**config.mk**
```make
export PLATFORM = sky130hd
export DESIGN_NAME = cpu_btb_update_ctrl
export DESIGN_NICKNAME = d
export VERILOG_FILES = /design/src/rtl/cpu_btb_update_ctrl_pkg.sv /design/src/rtl/cpu_btb_update_ctrl_fifo.sv /design/src/rtl/cpu_btb_update_ctrl.sv
export SDC_FILE = /design/constraint.sdc
export NUM_CORES = 1
export LEC_CHECK = 0
export CAP_MARGIN = 10
export CELL_PAD_IN_SITES_DETAIL_PLACEMENT = 0
export CELL_PAD_IN_SITES_GLOBAL_PLACEMENT = 2
export CORE_MARGIN = 3
export CORE_UTILIZATION = 38
export DETAILED_ROUTE_END_ITERATION = 12
export HOLD_SLACK_MARGIN = 0.15
export PLACE_DENSITY = 0.74
export REMOVE_ABC_BUFFERS = 1
export SETUP_SLACK_MARGIN = 0.1
export SKIP_LAST_GASP = 1
export SLEW_MARGIN = 20
export SYNTH_ARGS = -nofsm -noshare
export SYNTH_HDL_FRONTEND = slang
export SYNTH_SLANG_ARGS = --single-unit
export TNS_END_PERCENT = 100
```
**constraint.sdc**
```tcl
create_clock -name i_clock -period 3.5 [get_ports i_clock]
set_input_delay 0.7 -clock i_clock [delete_from_list [all_inputs] [get_ports i_clock]]
set_output_delay 0.7 -clock i_clock [all_outputs]
set_load 0.02 [all_outputs]
```
**src/rtl/cpu_btb_update_ctrl_pkg.sv**
```systemverilog
`default_nettype none
// ============================================================================
// Module      : CPU_Types (package)
// Description : Shared types and constants for the BTB update controller.
//               btb_update_t is the packed {tag, index, target} record held
//               in the pending-update queue (default 64-entry geometry).
//               Controller states are encoded as explicit 2-bit localparams.
// Revision    : 1.0 - initial release
// ============================================================================
package CPU_Types;

    localparam int BTB_ENTRIES         = 64;
    localparam int BTB_UPD_QUEUE_DEPTH = 4;
    localparam int BTB_INDEX_BITS      = $clog2(BTB_ENTRIES);
    localparam int BTB_TAG_BITS        = 30 - BTB_INDEX_BITS;

    typedef struct packed {
        logic [BTB_TAG_BITS-1:0]   tag;
        logic [BTB_INDEX_BITS-1:0] index;
        logic [31:0]               target;
    } btb_update_t;

    typedef logic [1:0] btb_upd_state_t;

    localparam btb_upd_state_t c_st_idle  = 2'd0;
    localparam btb_upd_state_t c_st_drain = 2'd1;
    localparam btb_upd_state_t c_st_sweep = 2'd2;

endpackage
`default_nettype wire

```
**src/rtl/cpu_btb_update_ctrl_fifo.sv**
```systemverilog
`default_nettype none
// ============================================================================
// Module      : cpu_btb_update_fifo
// Description : Synchronous FIFO for pending BTB updates. Pointers carry one
//               extra wrap bit so full/empty fall out of an MSB compare.
//               Besides push/pop and a head peek it exposes every slot's
//               contents plus an occupancy mask and a per-slot write port,
//               which lets the controller merge updates in place.
// Ports       : i_clk/i_rst_n (async active-low), i_flush, i_push/i_push_data,
//               i_pop, o_head_data/o_head_slot, o_full, o_empty,
//               i_slot_wr_en/i_slot_wr_idx/i_slot_wr_data,
//               o_slot_data (flattened, slot s at [s*WIDTH +: WIDTH]),
//               o_slot_live (bit s set when slot s holds a queued entry)
// Revision    : 1.0 - initial release
// ============================================================================
module cpu_btb_update_fifo #(
    parameter int DEPTH = 4,
    parameter int WIDTH = 62,
    parameter int AW    = $clog2(DEPTH)
) (
    input  logic                   i_clk,
    input  logic                   i_rst_n,
    input  logic                   i_flush,
    input  logic                   i_push,
    input  logic [WIDTH-1:0]       i_push_data,
    input  logic                   i_pop,
    output logic [WIDTH-1:0]       o_head_data,
    output logic [AW-1:0]          o_head_slot,
    output logic                   o_full,
    output logic                   o_empty,
    input  logic                   i_slot_wr_en,
    input  logic [AW-1:0]          i_slot_wr_idx,
    input  logic [WIDTH-1:0]       i_slot_wr_data,
    output logic [DEPTH*WIDTH-1:0] o_slot_data,
    output logic [DEPTH-1:0]       o_slot_live
);

    localparam int PTR_W = AW + 1;

    logic [WIDTH-1:0] r_mem [DEPTH];
    logic [PTR_W-1:0] r_wr_ptr;
    logic [PTR_W-1:0] r_rd_ptr;
    logic [PTR_W-1:0] w_count;

    always_ff @(posedge i_clk or negedge i_rst_n) begin
        if (!i_rst_n) begin
            r_wr_ptr <= '0;
            r_rd_ptr <= '0;
        end else if (i_flush) begin
            r_wr_ptr <= '0;
            r_rd_ptr <= '0;
        end else begin
            if (i_push) r_wr_ptr <= r_wr_ptr + PTR_W'(1);
            if (i_pop)  r_rd_ptr <= r_rd_ptr + PTR_W'(1);
        end
    end

    // Storage needs no reset: the pointers alone define what is valid.
    always_ff @(posedge i_clk) begin
        if (i_push && !i_flush) r_mem[r_wr_ptr[AW-1:0]] <= i_push_data;
        if (i_slot_wr_en)       r_mem[i_slot_wr_idx]    <= i_slot_wr_data;
    end

    assign w_count     = r_wr_ptr - r_rd_ptr;
    assign o_empty     = (r_wr_ptr == r_rd_ptr);
    assign o_full      = (r_wr_ptr[AW] != r_rd_ptr[AW]) &&
                         (r_wr_ptr[AW-1:0] == r_rd_ptr[AW-1:0]);
    assign o_head_slot = r_rd_ptr[AW-1:0];
    assign o_head_data = r_mem[r_rd_ptr[AW-1:0]];

    for (genvar gi = 0; gi < DEPTH; gi++) begin : g_slot
        // A slot is occupied when its distance from the head is below the count.
        logic [AW-1:0] w_off;
        assign w_off = AW'(gi) - r_rd_ptr[AW-1:0];
        assign o_slot_live[gi] = ({1'b0, w_off} < w_count);
        assign o_slot_data[gi*WIDTH +: WIDTH] = r_mem[gi];
    end

endmodule
`default_nettype wire

```
**src/rtl/cpu_btb_update_ctrl.sv**
```systemverilog
`default_nettype none
// ============================================================================
// Module      : cpu_btb_update_ctrl
// Description : Sequences all writes into a direct-mapped BTB with a single
//               write port. Mispredict updates are queued and drained; a full
//               invalidate sweep runs after reset and on every fence.i pulse.
//               Write-port outputs are registered; o_update_ready and o_busy
//               are decoded from registered state (ready also honours the
//               same-cycle invalidate so colliding updates are dropped).
// Ports       : i_clock, i_reset_n (async active-low)
//               update in : i_update_valid/o_update_ready, i_update_pc,
//                           i_update_target
//               control   : i_invalidate (fence.i pulse), o_busy
//               BTB write : o_wr_en/i_wr_ready, o_wr_index, o_wr_tag,
//                           o_wr_target, o_wr_valid
// Options     : CPU_BTB_UPD_COALESCE_EN - merge an update into a queued entry
//               with the same index instead of pushing a new one.
// Revision    : 1.0 - initial release
// ============================================================================
module cpu_btb_update_ctrl
    import CPU_Types::*;
#(
    parameter int ENTRIES     = BTB_ENTRIES,
    parameter int QUEUE_DEPTH = BTB_UPD_QUEUE_DEPTH,
    parameter int INDEX_BITS  = $clog2(ENTRIES),
    parameter int TAG_BITS    = 30 - INDEX_BITS
) (
    input  logic                  i_clock,
    input  logic                  i_reset_n,
    input  logic                  i_update_valid,
    output logic                  o_update_ready,
    input  logic [31:0]           i_update_pc,
    input  logic [31:0]           i_update_target,
    input  logic                  i_invalidate,
    output logic                  o_busy,
    output logic                  o_wr_en,
    input  logic                  i_wr_ready,
    output logic [INDEX_BITS-1:0] o_wr_index,
    output logic [TAG_BITS-1:0]   o_wr_tag,
    output logic [31:0]           o_wr_target,
    output logic                  o_wr_valid
);

    localparam int UPD_W = TAG_BITS + INDEX_BITS + 32;
    localparam int QAW   = $clog2(QUEUE_DEPTH);
    localparam logic [INDEX_BITS-1:0] c_last_idx = INDEX_BITS'(ENTRIES - 1);

    // ---------------- registered state ----------------
    btb_upd_state_t        r_state;
    logic [INDEX_BITS-1:0] r_sweep_idx;
    logic                  r_wr_en;
    logic [INDEX_BITS-1:0] r_wr_index;
    logic [TAG_BITS-1:0]   r_wr_tag;
    logic [31:0]           r_wr_target;
    logic                  r_wr_valid;

    btb_upd_state_t        w_state_nxt;
    logic [INDEX_BITS-1:0] w_sweep_idx_nxt;
    logic                  w_wr_en_nxt;
    logic [INDEX_BITS-1:0] w_wr_index_nxt;
    logic [TAG_BITS-1:0]   w_wr_tag_nxt;
    logic [31:0]           w_wr_target_nxt;
    logic                  w_wr_valid_nxt;

    // ---------------- queue interface ----------------
    logic [UPD_W-1:0]             w_upd_data;
    logic [INDEX_BITS-1:0]        w_upd_index;
    logic [TAG_BITS-1:0]          w_upd_tag;
    logic [UPD_W-1:0]             w_head_data;
    logic [QAW-1:0]               w_head_slot;
    logic                         w_full;
    logic                         w_empty;
    logic [QUEUE_DEPTH*UPD_W-1:0] w_slot_data;
    logic [QUEUE_DEPTH-1:0]       w_slot_live;
    logic                         w_hit;
    logic [QAW-1:0]               w_hit_slot;

    logic w_hs;
    logic w_can_load;
    logic w_pop;
    logic w_ready;
    logic w_accept;
    logic w_bypass;
    logic w_push;
    logic w_slot_wr;
    logic w_unused_pc;

    assign w_upd_index = i_update_pc[2 +: INDEX_BITS];
    assign w_upd_tag   = i_update_pc[31 -: TAG_BITS];
    assign w_upd_data  = {w_upd_tag, w_upd_index, i_update_target};
    assign w_unused_pc = ^i_update_pc[1:0];

    assign w_hs       = r_wr_en && i_wr_ready;
    // The write port can take a new entry when idle or when the current one completes.
    assign w_can_load = (r_state == c_st_idle) || ((r_state == c_st_drain) && w_hs);
    assign w_pop      = w_can_load && !w_empty && !i_invalidate;

`ifdef CPU_BTB_UPD_COALESCE_EN
    // Lowest queued slot with the same index; the head being popped this edge
    // moves onto the write port and is therefore excluded.
    always_comb begin
        w_hit      = 1'b0;
        w_hit_slot = '0;
        for (int s = 0; s < QUEUE_DEPTH; s++) begin
            if (!w_hit && w_slot_live[s] &&
                (w_slot_data[s*UPD_W + 32 +: INDEX_BITS] == w_upd_index) &&
                !(w_pop && (QAW'(s) == w_head_slot))) begin
                w_hit      = 1'b1;
                w_hit_slot = QAW'(s);
            end
        end
    end
`else
    logic w_unused_slots;
    assign w_hit          = 1'b0;
    assign w_hit_slot     = '0;
    assign w_unused_slots = ^{w_slot_data, w_slot_live, w_head_slot};
`endif

    // Occupancy is taken before any same-edge pop, so a full queue refuses.
    assign w_ready   = (!w_full || w_hit) && (r_state != c_st_sweep) && !i_invalidate;
    assign w_accept  = i_update_valid && w_ready;
    // With nothing queued, an accepted update goes straight onto the write port.
    assign w_bypass  = w_can_load && w_empty && w_accept;
    assign w_push    = w_accept && !w_bypass && !w_hit;
    assign w_slot_wr = w_accept && !w_bypass && w_hit;

    cpu_btb_update_fifo #(
        .DEPTH (QUEUE_DEPTH),
        .WIDTH (UPD_W)
    ) u_fifo (
        .i_clk          (i_clock),
        .i_rst_n        (i_reset_n),
        .i_flush        (i_invalidate),
        .i_push         (w_push),
        .i_push_data    (w_upd_data),
        .i_pop          (w_pop),
        .o_head_data    (w_head_data),
        .o_head_slot    (w_head_slot),
        .o_full         (w_full),
        .o_empty        (w_empty),
        .i_slot_wr_en   (w_slot_wr),
        .i_slot_wr_idx  (w_hit_slot),
        .i_slot_wr_data (w_upd_data),
        .o_slot_data    (w_slot_data),
        .o_slot_live    (w_slot_live)
    );

    // ---------------- next-state logic ----------------
    always_comb begin
        w_state_nxt     = r_state;
        w_sweep_idx_nxt = r_sweep_idx;
        w_wr_en_nxt     = r_wr_en;
        w_wr_index_nxt  = r_wr_index;
        w_wr_tag_nxt    = r_wr_tag;
        w_wr_target_nxt = r_wr_target;
        w_wr_valid_nxt  = r_wr_valid;

        case (r_state)
            c_st_sweep: begin
                w_wr_en_nxt     = 1'b1;
                w_wr_valid_nxt  = 1'b0;
                w_wr_tag_nxt    = '0;
                w_wr_target_nxt = '0;
                w_wr_index_nxt  = r_sweep_idx;
                if (w_hs) begin
                    if (r_sweep_idx == c_last_idx) begin
                        w_state_nxt     = c_st_idle;
                        w_wr_en_nxt     = 1'b0;
                        w_sweep_idx_nxt = '0;
                        w_wr_index_nxt  = '0;
                    end else begin
                        w_sweep_idx_nxt = r_sweep_idx + INDEX_BITS'(1);
                        w_wr_index_nxt  = r_sweep_idx + INDEX_BITS'(1);
                    end
                end
            end
            c_st_idle, c_st_drain: begin
                if (w_can_load) begin
                    if (!w_empty) begin
                        w_state_nxt     = c_st_drain;
                        w_wr_en_nxt     = 1'b1;
                        w_wr_valid_nxt  = 1'b1;
                        w_wr_tag_nxt    = w_head_data[UPD_W-1 -: TAG_BITS];
                        w_wr_index_nxt  = w_head_data[32 +: INDEX_BITS];
                        w_wr_target_nxt = w_head_data[31:0];
                    end else if (w_accept) begin
                        w_state_nxt     = c_st_drain;
                        w_wr_en_nxt     = 1'b1;
                        w_wr_valid_nxt  = 1'b1;
                        w_wr_tag_nxt    = w_upd_tag;
                        w_wr_index_nxt  = w_upd_index;
                        w_wr_target_nxt = i_update_target;
                    end else begin
                        w_state_nxt = c_st_idle;
                        w_wr_en_nxt = 1'b0;
                    end
                end
            end
            default: begin
                w_state_nxt     = c_st_sweep;
                w_sweep_idx_nxt = '0;
                w_wr_en_nxt     = 1'b0;
            end
        endcase

        // fence.i overrides everything, abandoning any write in flight.
        if (i_invalidate) begin
            w_state_nxt     = c_st_sweep;
            w_sweep_idx_nxt = '0;
            w_wr_en_nxt     = 1'b1;
            w_wr_valid_nxt  = 1'b0;
            w_wr_index_nxt  = '0;
            w_wr_tag_nxt    = '0;
            w_wr_target_nxt = '0;
        end
    end

    always_ff @(posedge i_clock or negedge i_reset_n) begin
        if (!i_reset_n) begin
            r_state     <= c_st_sweep;
            r_sweep_idx <= '0;
            r_wr_en     <= 1'b0;
            r_wr_index  <= '0;
            r_wr_tag    <= '0;
            r_wr_target <= '0;
            r_wr_valid  <= 1'b0;
        end else begin
            r_state     <= w_state_nxt;
            r_sweep_idx <= w_sweep_idx_nxt;
            r_wr_en     <= w_wr_en_nxt;
            r_wr_index  <= w_wr_index_nxt;
            r_wr_tag    <= w_wr_tag_nxt;
            r_wr_target <= w_wr_target_nxt;
            r_wr_valid  <= w_wr_valid_nxt;
        end
    end

    assign o_update_ready = w_ready;
    assign o_busy         = (r_state != c_st_idle) || !w_empty;
    assign o_wr_en        = r_wr_en;
    assign o_wr_index     = r_wr_index;
    assign o_wr_tag       = r_wr_tag;
    assign o_wr_target    = r_wr_target;
    assign o_wr_valid     = r_wr_valid;

endmodule
`default_nettype wire
```
==> out/results.txt, run 1 <==
leakage: 5.39 nW
DIE WIDTH: 190 um
Worst Hold Class: flop to flop
slew at the pin with the worst max-slew slack: 0.981 ns
final-report hold violation count: 0
total wire length: 27.7 mm
Clock Skew: 0.0126 ns
routed len/inst: 20.6 um
proportion of synthesized area in mux cells: 16.0%
CP max-delay cell: clkdlybuf4s50_1
post-CTS setup buffers: 0
I/O Pins: 135
PD cells: 512 mW/mm2
fmax: 0.334 GHz
Worst Path Max Fanout: 7
fin area: 0.0161 mm2
Adder-Cell Fraction of Synth Area: 0.585%
Max Used Layer: met5
final net count: 947
synth unique cells: 42
critical path depth: 4
compound-gate portion of the synthesized area: 4.14%
Final HPWL DP: 16.4 mm
CTS buffer count: 37
Max-Cap Viols: 0
post_cts resized: 0
simple-gate area share of the yosys netlist: 3.62%
Via Count: 6800
Critical Path AT: 2.29 ns
R2R depth: 5
sequential area share after synthesis: 73.3%
FF-to-FF End: o_wr_tag[19]
global route total overflow: 0
post-route ant nets: 0
Final Critical Period: 2.99 ns
Worst slew margin: 34.6%
CP peak stage delay: 0.55 ns
Final Setup Violations: 0
row count: 66
Slew Viols, Final: 0
status: finished clean
CP Buf/Inv Count: 1
Req. time, crit path: 2.80 ns
core area: 0.0329 mm2
RSZ-0062 raised after global routing: false
cts hold-fix bufs: 1
CP Cell Sequence: xnor2_1 > nand3_4 > or3_1 > clkdlybuf4s50_1
vias in the first global route: 7310
RR Startpoint: u_fifo.r_rd_ptr[0]
worst setup path class: flop to primary output
total die area: 0.0360 mm2
number of non-filler instances in the completed layout: 1343
DP Area: 0.0149 mm2
largest family of logic cells by synthesized area: multiplexers
Syn. warnings: 0
post-synthesis register bit count: 326
GPL Wtd Cong: 0.741
latest clock arrival within the worst-skew pair: 0.51 ns
Initial DRC Count: 467
share of cells above drive strength 1: 18.0%
Fillers: 2806
met1 wire length: 12.9 mm
register area: 0.00941 mm2
Mapped Area: 0.0128 mm2
Max Root-Sink Buffers: 3
Port Buffer Count: 132
gr usage total: 15.6%
Area Overhead vs Synth: 25.7%
Ant. Diodes: 0
largest net degree at the start of global routing: 65
footprint of the multi-input gates: 0.00325 mm2
clk sink count: 326
DR vias/cell: 5.06
WL met3: 1.60 mm
cells after synthesis: 714
Post-Synth XOR/XNOR Area: 0.741%
Die H: 190 um
Synth Area per Inst: 18.0 um2
CTS tree: built
Critical Path Source: u_fifo.r_wr_ptr[0]
Final period util: 85.5%
met2 wire length: 12.7 mm
CP Launch Type: flop
reg-to-reg slack, setup: 0.72 ns
Worst Setup End Kind: primary output
first-pass GRT wire length: 43.2 mm
placed cells: 1274
CTS Root Cell: clkbuf_16
Critical Path Sink: o_busy
initial antenna violation count: 2
clock slew at reported path FFs: 0.06 ns
# DRC: 0
total number of H-tree levels: 2
Initial Util: 39.0%
worst ir drop on vdd: 0.283 mV
Crit path max-delay family: buffers and inverters
drt pass-1 iters: 5
==> through the flow <==
step / setup TNS [ns] / total power, mW / setup WS [ns] / hold WS, ns / utilization [%]
floorplan: -602.58 / 4.29 / -3.26 / 0.404 / -
global placement: 0 / 4.44 / 0.324 / 0.462 / 45.3
detailed placement: 0 / 4.45 / 0.353 / 0.471 / 45.3
CTS: 0 / 8.37 / 0.457 / 0.483 / 49.1
global route: 0 / 8.54 / 0.367 / 0.512 / 49.1
finish: 0 / 8.26 / 0.507 / 0.475 / 49.1
==> metal layers <==
metal  GRT usage (%)  vias to the layer above
met3            3.65                       37
li1                -                     3107
met4            3.55                        4
met2            23.8                      167
met5               0                        -
met1            22.8                     3485
==> where the power goes <==
group	switching, mW	internal (mW)	total (mW)
Clock	1.49	2.40	3.89
Sequential	0.00391	4.17	4.18
Combinational	0.0974	0.0910	0.188
Total	1.59	6.67	8.26
==> cell families (layout without fill, tap and decap cells) <==
group                    count (synthesis)  in the layout
XOR/XNOR                                10             10
adder cells (fa/ha/maj)                  6              6
buffers and inverters                   45            232
AO/OA/AOI/OAI                           88             88
flip-flops                             326            326
multiplexers                           127            127
AND/OR/NAND/NOR                        112            112
==> worst register-to-register path, delay by kind of cell (launching register included) <==
family          cells  cell delay (ns)
flops               1             0.42
compound gates      1             0.11
buf+inv             2             1.29
mux                 2             0.81
==> synth_stat cells <==
cell	instances	share of area [%]
xor2_1	5	0.34
mux2i_1	61	4.8
ha_1	6	0.59
and2_1	6	0.29
inv_1	7	0.20
o41ai_1	1	0.068
o21ai_0	60	2.3
xnor2_1	4	0.27
or3_2	1	0.059
buf_2	18	0.70
a31oi_1	2	0.098
o2111ai_1	1	0.068
o31ai_1	2	0.12
a211oi_1	1	0.059
a32oi_1	1	0.068
a2111oi_4	1	0.21
buf_4	3	0.18
mux4_2	62	11
a21o_1	1	0.059
a221oi_1	2	0.14
mux2_2	4	0.35
a32o_1	1	0.078
o21ai_1	2	0.078
a21oi_1	4	0.16
nor3_1	2	0.078
nor2_1	21	0.61
a21boi_2	1	0.088
or3_1	1	0.049
dfrtp_1	77	15
a22o_1	1	0.068
a2bb2oi_1	3	0.20
edfxtp_1	248	58
a22oi_1	4	0.23
nand4_1	2	0.098
clkbuf_1	16	0.47
nand2_1	71	2.1
buf_6	1	0.088
and3_2	1	0.059
dfstp_2	1	0.20
xnor2_2	1	0.13
or2_2	2	0.098
nand3_1	5	0.20
==> placed cells by master (no fill, tap or decap), drive strengths merged, types with 21 or more instances in the layout <==
cell type and instances:
nand2 71, nor2 21, clkbuf 52, o21ai 62, edfxtp 248, mux4 62
clkdlybuf4s50 131, dfrtp 77, mux2i 61, buf 25
==> cell type report <==
cell class,count,area share (%)
repair buffers,157,10.2
inverters,7,0.163
well taps,442,3.43
clock inverters,16,1.16
flip-flops and latches,326,58.3
clock buffers,52,6.54
multi-input cells,343,20.2
==> worst min path at each step <==
stage                       to             from  depth (start not counted)
2_1_floorplan          o_wr_en        i_reset_n                          0
3_3_place_gp        o_wr_valid       o_wr_valid                          2
3_5_place_dp       o_wr_tag[7]      o_wr_tag[7]                          2
4_1_cts            o_wr_tag[7]      o_wr_tag[7]                          2
5_1_grt        o_wr_target[21]  o_wr_target[21]                          2
6_report           o_wr_tag[7]      o_wr_tag[7]                          2
==> state kept, by name, indices dropped and copies added (netlist names) <==
name             flops
u_fifo.r_mem       248
o_wr_target         32
o_wr_tag            24
o_wr_index           6
r_sweep_idx          6
u_fifo.r_rd_ptr      3
u_fifo.r_wr_ptr      3
r_state              2
o_wr_en              1
o_wr_valid           1
(Power assumes the default switching activity.)
==> inputs of run 2 (changes only) <==
==> constraint.sdc (replaced) <==
create_clock -name i_clock -period 3.5 [get_ports i_clock]
set_input_delay 0.7 -clock i_clock [delete_from_list [all_inputs] [get_ports i_clock]]
set_output_delay 0.7 -clock i_clock [all_outputs]
set_load 0.01 [all_outputs]
==> run 2 against run 1 <==
  * Sequential share of layout area up 0.50 points
  * Count of clock-buffer cells in the layout down 3
  * Critical path depth unchanged
==> out/results.txt, run 2 (synthesis results as in run 1) <==
status: finished clean
net load switching power: 1.55 mW
Worst Setup End Kind: primary output
CP Launch Type: flop
total wire length: 27.2 mm
# DRC: 0
CTS Root Cell: clkbuf_16
RSZ-0062 raised after global routing: false
Initial Util: 39.0%
Critical Path AT: 2.28 ns
CTS buffer count: 36
final-report hold violation count: 0
total number of H-tree levels: 2
first-pass GRT wire length: 42.8 mm
Flop pwr share: 52.9%
fin area: 0.0160 mm2
commonest cells after routing, fill and taps aside: 248 x edfxtp_1, 131 x clkdlybuf4s50_1, 75 x dfrtp_1
Switching Share: 19.6%
worst ir drop on vdd: 0.323 mV
DR vias/cell: 5.02
commonest non-fill, non-tap cell in the layout: edfxtp_1
worst setup path class: flop to primary output
clk sink count: 326
Final Critical Period: 2.98 ns
Area Overhead vs Synth: 24.6%
clock slew at reported path FFs: 0.06 ns
leakage: 5.34 nW
Final Setup Violations: 0
CP Buf/Inv Count: 1
DP Area: 0.0149 mm2
Crit path max-delay family: flip-flops
vias in the first global route: 7189
total power: 7.89 mW
Max Root-Sink Buffers: 3
Req. time, crit path: 2.80 ns
CP Cell Sequence: xnor2_1 > nand3_4 > or3_1 > clkdlybuf4s50_1
max reg flops: 248
Max-Cap Viols: 0
Clock Skew: 0.0140 ns
DIE WIDTH: 190 um
PD cells: 494 mW/mm2
routed len/inst: 20.3 um
global route total overflow: 0
Slew Viols, Final: 0
CP max-delay cell: dfrtp_4
Port Buffer Count: 132
Worst Hold Class: flop to flop
Final period util: 85.0%
Via Count: 6747
CTS tree: built
core area: 0.0329 mm2
share of cells above drive strength 1: 17.3%
Finished Core Util: 48.6%
Initial DRC Count: 386
gr usage total: 15.4%
largest net degree at the start of global routing: 65
initial antenna violation count: 1
Die H: 190 um
Logic pwr share: 2.4%
final net count: 948
Internal Power: 6.35 mW
Clock power frac: 44.7%
Worst Path Max Fanout: 3
latest clock arrival within the worst-skew pair: 0.51 ns
Most flops, register: u_fifo.r_mem
row count: 66
GPL Wtd Cong: 0.728
total die area: 0.0360 mm2
drt pass-1 iters: 7
Ant. Diodes: 0
Final HPWL DP: 16.0 mm
fmax: 0.336 GHz
Worst slew margin: 33.1%
post-route ant nets: 0
CP peak stage delay: 0.50 ns
slew at the pin with the worst max-slew slack: 1.00 ns
I/O Pins: 135
## run 2: cell count changes in the layout (fill, tap and decap cells not counted)
cell	change
clkbuf_16	-1
clkinv_8	+1
buf_12	-2
buf_4	+4
clkbuf_8	-2
inv_6	-1
clkinv_1	+6
bufinv_16	-3
clkinvlp_4	-2
## run 2: power groups by stage
stage	registers [mW]	logic [mW]	clock network (mW)
finish	4.18	0.189	3.53
global route	4.17	0.210	3.80
CTS	4.18	0.194	3.64
detailed placement	4.25	0.192	0
global placement	4.25	0.187	0
floorplan	4.26	0.0320	0
## run 2: final timing paths
| path | start | to | slack [ns] | cells after the start |
|---|---|---|---|---|
| worst min-delay path | o_wr_valid | o_wr_valid | 0.48 | 2 |
| worst max-delay path | u_fifo.r_rd_ptr[0] | o_busy | 0.52 | 4 |
| min in group asynchronous | i_reset_n | o_wr_tag[12] | 0.54 | 2 |
| worst min register to register | o_wr_valid | o_wr_valid | 0.48 | 2 |
| max in group asynchronous | i_reset_n | u_fifo.r_rd_ptr[1] | 2.13 | 3 |
| worst max register to register | u_fifo.r_rd_ptr[0] | o_wr_target[28] | 0.85 | 6 |
## run 2: timing repair
item | 4_1_cts | 5_1_grt
hold endpoints to repair | 7 | 0
hold buffers | 1 | 0
buffers inserted | 0 | 0
gates resized for setup | 0 | 0
## run 2: worst reg2reg max path, stage by stage, from the launching register on
cell and delay, ns:
dfrtp_4 0.50, xnor2_1 0.19, nand3_4 0.10, buf_4 0.66
buf_4 0.56, mux2i_1 0.39, o21ai_0 0.11
## run 2: final cells by class
type | instances | area, um2
Timing Repair Buffer | 159 | 1640
Clock inverter | 17 | 113
Multi-Input combinational cell | 343 | 3250
Fill cell | 2834 | 16900
Clock buffer | 49 | 1000
Inverter | 7 | 26.3
Sequential cell | 326 | 9410
Tap cell | 442 | 553
## run 2: per-layer routing
layer,track usage (%),vias to the layer above,part of all wire (%)
li1,-,3106,-
met1,22.1,3441,46
met2,23.9,164,46
met3,4.02,34,6.4
met4,3.18,2,1.4
met5,0,-,0.048
## run 2: through the flow
step	TNS (ns)	instances	hold WS (ns)	worst slack, ns
after floorplan	-602.32	676	0.404	-3.20
after global placement	0	1276	0.460	0.342
after detailed placement	0	1276	0.465	0.331
after CTS	0	1343	0.480	0.508
after global routing	0	1343	0.503	0.473
final	0	1343	0.475	0.525
==> inputs of run 3 (changes only) <==
TNS_END_PERCENT = default   (was 100)
==> results of run 3 <==
The final DEF is identical to that of run 2; final timing and power are the same.
